==> config.mk <==
export PLATFORM = sky130hd
export DESIGN_NAME = sysid_check
export DESIGN_NICKNAME = d
export VERILOG_FILES = /design/src/rtl/sysid_check.sv
export SDC_FILE = /design/constraint.sdc
export NUM_CORES = 1
export LEC_CHECK = 0
export ABC_AREA = 1
export CORE_MARGIN = 4
export CORE_UTILIZATION = 48
export CTS_CLUSTER_DIAMETER = 50
export DETAILED_ROUTE_END_ITERATION = 10
export HOLD_SLACK_MARGIN = 0.1
export PLACE_DENSITY = 0.89
export SLEW_MARGIN = 20
export SYNTH_ARGS = -nofsm -noshare
export SYNTH_HDL_FRONTEND = slang
export SYNTH_SLANG_ARGS = --single-unit
==> constraint.sdc <==
create_clock -name clk -period 2.3 [get_ports clk]
set_clock_uncertainty 0.15 [all_clocks]
set_input_delay 0.46 -clock clk [delete_from_list [all_inputs] [get_ports clk]]
set_output_delay 0.46 -clock clk [all_outputs]
set_load 0.005 [all_outputs]
==> src/rtl/sysid_check.sv <==
// Reads the system ID and timestamp words from an Avalon-MM sysid slave and
// compares them against the build-time expected values.
module sysid_check #(
  parameter logic [31:0] EXPECTED_ID = 32'd1193057379,
  parameter logic [31:0] EXPECTED_TS = 32'd1330643110,
  parameter int unsigned TIMEOUT_CYC = 255,
  parameter bit          AUTO_START  = 1'b1
) (
  input  logic        clk,
  input  logic        reset_n,
  input  logic        start,
  output logic        avm_address,
  output logic        avm_read,
  input  logic [31:0] avm_readdata,
  input  logic        avm_waitrequest,
  output logic        busy,
  output logic        done,
  output logic        id_ok,
  output logic        ts_ok,
  output logic        timeout,
  output logic [31:0] id_word,
  output logic [31:0] ts_word
);

  typedef enum logic [2:0] {
    IDLE,
    RD_ID,
    RD_TS,
    CHECK,
    FAIL_TO
  } state_t;

  localparam logic [15:0] WAIT_LAST = 16'(TIMEOUT_CYC - 1);

  state_t      state;
  state_t      next_state;
  logic [15:0] wait_cnt;
  logic        auto_armed;
  logic        in_read;
  logic        wait_expired;

  always_comb begin
    in_read      = (state == RD_ID) || (state == RD_TS);
    wait_expired = avm_waitrequest && (wait_cnt == WAIT_LAST);
    next_state   = state;
    case (state)
      IDLE: begin
        if (start || (AUTO_START && auto_armed)) next_state = RD_ID;
      end
      RD_ID: begin
        if (!avm_waitrequest)  next_state = RD_TS;
        else if (wait_expired) next_state = FAIL_TO;
      end
      RD_TS: begin
        if (!avm_waitrequest)  next_state = CHECK;
        else if (wait_expired) next_state = FAIL_TO;
      end
      CHECK:   next_state = IDLE;
      FAIL_TO: next_state = IDLE;
      default: next_state = IDLE;
    endcase
  end

  // The arm flag only survives the first clock after reset release.
  always_ff @(posedge clk or negedge reset_n) begin
    if (!reset_n) begin
      state      <= IDLE;
      auto_armed <= 1'b1;
      wait_cnt   <= '0;
    end else begin
      state      <= next_state;
      auto_armed <= 1'b0;
      if (next_state != state)
        wait_cnt <= '0;
      else if (in_read && avm_waitrequest)
        wait_cnt <= wait_cnt + 16'd1;
    end
  end

  // Bus strobes are decoded from next_state so they are registered and hold
  // steady for the whole time a read is stalled.
  always_ff @(posedge clk or negedge reset_n) begin
    if (!reset_n) begin
      avm_read    <= 1'b0;
      avm_address <= 1'b0;
      done        <= 1'b0;
      id_ok       <= 1'b0;
      ts_ok       <= 1'b0;
      timeout     <= 1'b0;
      id_word     <= '0;
      ts_word     <= '0;
    end else begin
      avm_read    <= (next_state == RD_ID) || (next_state == RD_TS);
      avm_address <= (next_state == RD_TS);
      done        <= (state == CHECK) || (state == FAIL_TO);
      if (state == RD_ID && !avm_waitrequest) id_word <= avm_readdata;
      if (state == RD_TS && !avm_waitrequest) ts_word <= avm_readdata;
      if (state == CHECK) begin
        id_ok   <= (id_word == EXPECTED_ID);
        ts_ok   <= (ts_word == EXPECTED_TS);
        timeout <= 1'b0;
      end else if (state == FAIL_TO) begin
        id_ok   <= 1'b0;
        ts_ok   <= 1'b0;
        timeout <= 1'b1;
      end
    end
  end

  always_comb busy = (state != IDLE);

endmodule
# Yosys cells after proc, flatten, opt, wreduce, memory -nomap -nowiden
# Cells that the tools add are included.
[op_classes] n_addsub=1 reduce_logical=13 n_eq_ne=10 n_mux=12
[op_table] op="== test 32 x 31 -> 1 bit, second input constant" count=2
[op_table] op="2-to-1 mux 16 bit" count=2
[op_table] op="adder 16 x 1 -> 16 bit, second input constant" count=1
[op_table] op="== test 16 x 8 -> 1 bit, second input constant" count=1
[op_table] op="2-to-1 mux 3 bit" count=4
[op_table] op="== test 3 x 2 -> 1 bit, second input constant" count=3
[op_table] op="one-hot mux 3 bit (3 select lines)" count=1
[op_table] op="== test 3 x 1 -> 1 bit, second input constant" count=2
[op_table] op="2-to-1 mux 1 bit" count=5
[op_table] op="logical AND 1 bit" count=4
[op_table] op="logical OR 1 bit" count=4
[op_table] op="nonzero test 2 bit" count=2
[op_table] op="== test 3 bit, second input constant" count=1
[op_table] op="zero test 3 bit" count=1
[op_table] op="!= test 3 bit" count=1
[op_table] op="nonzero test 3 bit" count=1
[op_table] op="zero test 1 bit" count=1
[word_totals] inputBits=36 wordCells=47 output_inout_bits=71 register_bits=90

# Depth between registers and ports, before layout
# Gate-level depths: netlist of run 1.
[depth] ltp_word=7 depth_mapped=12 mapped_depth_nobuf=11

# Worst setup path before layout of run 1
# Ideal clock, no wire load.
[synth_path] kind="reg2reg" from="register wait_cnt[0]" to="register wait_cnt[7]" setup_time_ps=121 slack_ps=654 n_path_buf=1 t_required_ps=2029 synth_period_minus_slack_ps=1646 stages_incl_launch_ff=13 t_arrival_ps=1375 cell_sequence="dfrtp_1 > inv_1 > ha_1 > inv_1 > nor2_1 > nand2_1 > inv_1 > nand3_2 > nand2_1 > nand3_1 > nand3_2 > buf_6 > nor2_2"
[synth_between] elab_chain_len=7 elab_cells_between_ends=11 classes_between="add/sub: 1; eq/ne: 2; mux: 6; reduce/logical: 2"
[synth_rtl] element="from (decl)" line_no="37" text="logic [15:0] wait_cnt;"
[synth_rtl] element="from (signal assigned)" line_no="76" text="wait_cnt <= wait_cnt + 16'd1;"
[synth_rtl] element="== test 16 x 8 -> 1 bit" line_no="44" text="wait_expired = avm_waitrequest && (wait_cnt == WAIT_LAST);"
[synth_rtl] element="logical AND 1 bit" line_no="44"
[synth_rtl] element="2-to-1 mux 3 bit" line_no="52, 56"
[synth_rtl] element="2-to-1 mux 3 bit (on tied branches)" line_no="55, 51"
[synth_rtl] element="one-hot mux 3 bit (3 select lines)" line_no="46" text="case (state)"
[synth_rtl] element="!= test 3 bit" line_no="73" text="if (next_state != state)"
[synth_rtl] element="2-to-1 mux 16 bit or nonzero test 2 bit (tied branches)"
# Several ways; a longest one is shown, not always the timed one. The select of a mux whose other input is x is not followed.
# A chain may end at the register's enable or synchronous reset.

# Worst setup path in the final report of run 1
[layout_path] from="register state[1]" to="output busy"
[layout_between] elab_chain_len=1
[layout_rtl] element="from (decl)" line_no="35" text="state_t state;"
[layout_rtl] element="from (signal assigned)" line_no="71" text="state <= next_state;"
[layout_rtl] element="nonzero test 3 bit" line_no="110" text="always_comb busy = (state != IDLE);"
[layout_rtl] element="to (decl)" line_no="16" text="output logic busy,"
# Every way passes these cells.

==> metrics.txt, run 1 <==
Syn Inst Count=approximately 460; min Tclk post-route=2.13 ns; vias after detailed routing=between 3000 and 4000; CTS hold repair buffers=1; RSZ-0062 raised after global routing=false; gpl congestion=0.945; Max Slew Vio Count=0; Area Growth Syn to Fin=35.6%; clk_lat worst skew=roughly 0.35 ns; FILL cells=approximately 630; Final Hold Fails=0; largest net degree at the start of global routing=91; cts repair resizes=0; DR DRC count=0; CP endpoint kind=primary output; core area=8180 sq um; Combinational Power Share=around two fifths; first-pass GRT wire length=roughly 17000 microns; pwr dens=1180 nW/um^2; area of the multi-input gates=1440 sq um; crit path kind=flip-flop to primary output; Flop pwr share=41.2%; Clock Tree Buf Depth=2; Routed Antenna Nets=0; leading cell types by count after synthesis=113 x nand2_1, 89 x dfrtp_1, 59 x o21ai_0, 56 x inv_1, 34 x nor2_1; Post-synth EDFFs=0; Antenna diodes=0; synthesized area=4010 sq um; Synth cell types=30; WP data arrival=1.52 ns; setup TNS=0 ns; share of Yosys cell area claimed by the top area cell type=55.6%; asr flop ratio synth=between 90% and 100%; All-Layer GR Usage=21.1%; Synth area leaders=dfrtp_1 56%, nand2_1 11%, o21ai_0 7.4%; Final Worst Setup Slack=0.167 ns; Synthesized Nets=502; CTS tree=built; Worst VDD drop=479 uV; run status=finished, final reports clean; layout cells sized above 1=9.57%; startpoint types=flip-flop; Leak=2.52 nW; Sequential Area=between 2000 and 2500 sq um; nets@finish=around 600; effective utilization at floorplan=49.0%; register area share after synthesis=roughly 56%; Syn. warnings=0; pre-CTS worst setup slack=0.0798 ns; Clk pwr share=19.9%; Final HPWL DP=7510 microns; # clock sinks=90; Worst Path Required=1.69 ns; total grt overflow=0; DRC marker count from the first detailed-route iteration=131; Avg Cell Area, Syn=8.64 sq um; ys flop type=dfrtp_1; maxcap violations=0; Routed WL=10100 microns; width of the die=99.4 microns; Clock Root Buffer=clkbuf_8; fmax=0.469 GHz; IO Port Bufs=about 110; depth of the CTS H-tree=3; site row count=33; post-synth top area cell=dfrtp_1; most frequent cell after synthesis=nand2_1; antenna violations before repair=0; die area=9880 sq um; Int Pwr=0.00425 W; drt first pass iters=4; switching power=0.00216 W; clock buffer count from CTS=9; sw frac=approximately a third; Max FO, Critical Path=5; number of global-route vias before repair=3506; period utilization=around 93%; Boundary Pins=107; Synth Register Bits=90; die height=approximately 99 microns; CTS clk-pin slew, worst paths=0.08 ns; number of vias per cell=5.11; Avg WL per Cell=14.9 microns; worst hold path class=flip-flop to flip-flop; # setup viols final=0; postcts setup bufs=0
[sequential cells by signal, summed over array words and instances, names as in the netlist, 3 cells and up]
| name | cells |
|---|---|
| wait_cnt | 16 |
| id_word | 32 |
| ts_word | 32 |
| state | 3 |
[kinds of logic after synthesis]
group,synth area share [%]
flip-flops,56.2
AO/OA/AOI/OAI,9.24
adder cells (fa/ha/maj),0.624
other,0.0936
AND/OR/NAND/NOR,23.2
XOR/XNOR,2.62
buffers and inverters,7.99
[layer usage]
layer / global-route usage, % / up-vias / routed length [microns]
met3: 5.12 / 17 / 590
met2: 36.6 / 99 / 5160
li1: - / 1671 / -
met1: 26.1 / 1688 / 4170
met5: 0 / - / 0
met4: 6.62 / 0 / 195
[placed cells by master (no fill, tap or decap), drive strengths merged]
master / n
nand2: 118
clkdlybuf4s50: 105
dfrtp: 89
o21ai: 66
inv: 63
nor2: 50
nand3: 20
xor2: 10
nand4: 9
clkbuf: 9
buf: 7
nor4: 6
nor3: 4
bufinv: 3
a21oi: 3
xnor2: 2
ha: 2
o211ai: 1
a31oi: 1
o21a: 1
nand3b: 1
dfstp: 1
conb: 1
clkinvlp: 1
clkinv: 1
dlygate4sd3: 1
[through the flow]
step / total power [W] / cell area (sq um) / util, % / std cells / hold WS (ns)
2_1_floorplan: 0.00360 / 4010 / - / 464 / 0.0144
3_3_place_gp: 0.00502 / 5180 / 63.4 / 664 / 0.310
3_5_place_dp: 0.00518 / 5180 / 63.4 / 664 / 0.317
4_1_cts: 0.00648 / 5430 / 66.5 / 680 / 0.340
5_1_grt: 0.00681 / 5430 / 66.5 / 680 / 0.372
6_report: 0.00641 / 5430 / 66.5 / 680 / 0.333
[worst max-delay path, cell delays in order, from the launching register on]
cell	delay (ns)
dfrtp_1	0.42
inv_1	0.14
nand2_1	0.11
clkdlybuf4s50_1	0.51
[power by group through the flow]
stage	clock, W	sequential [W]	combinational, W
after global routing	0.00135	0.00271	0.00274
final	0.00128	0.00264	0.00250
after global placement	0	0.00262	0.00241
after CTS	0.00130	0.00264	0.00254
after detailed placement	0	0.00266	0.00253
after floorplan	0	0.00261	0.000984
[final timing paths]
kind | slack [ns] | startpoint | end | depth (start not counted)
min reg2reg | 0.33 | timeout | timeout | 2
max in group asynchronous | 1.09 | reset_n | auto_armed | 3
min | 0.33 | timeout | timeout | 2
max reg2reg | 0.46 | state[1] | wait_cnt[0] | 9
max | 0.17 | state[1] | busy | 3
min in group asynchronous | 0.53 | reset_n | id_word[12] | 3
[layout make-up]
type,instances,area share (%)
clock buffer,9,2.28
timing repair buffer,113,21.0
multi-input combinational,295,26.5
sequential,90,41.5
tap,105,2.42
clock inverter,6,2.12
inverter,62,4.28
Power figures use the tool's default switching activity.
==> run 2: changes to the inputs <==
- CTS_CLUSTER_SIZE: unset -> 24
- TNS_END_PERCENT: unset -> 50
==> results of run 2 <==
No change in the layout: final DEF, timing and power equal those of run 1.
==> run 3: changes to the inputs <==
--- a/config.mk
+++ b/config.mk
@@ -18,3 +18,3 @@
 export SYNTH_HDL_FRONTEND = slang
 export SYNTH_SLANG_ARGS = --single-unit
-export TNS_END_PERCENT = 50
+export TNS_END_PERCENT = 100
==> constraint.sdc (replaced) <==
create_clock -name clk -period 2.3 [get_ports clk]
set_clock_uncertainty 0.15 [all_clocks]
set_input_delay 0.46 -clock clk [delete_from_list [all_inputs] [get_ports clk]]
set_output_delay 0.46 -clock clk [all_outputs]
set_load 0.01 [all_outputs]
==> results of run 3 <==
The final DEF is identical to that of run 1. Status: finished, final reports clean.
Main changes from that run: setup slack after layout 0.167 ns -> 0.132 ns; total power 0.00641 W -> 0.00663 W; worst IR drop on VDD 479 uV -> 480 uV
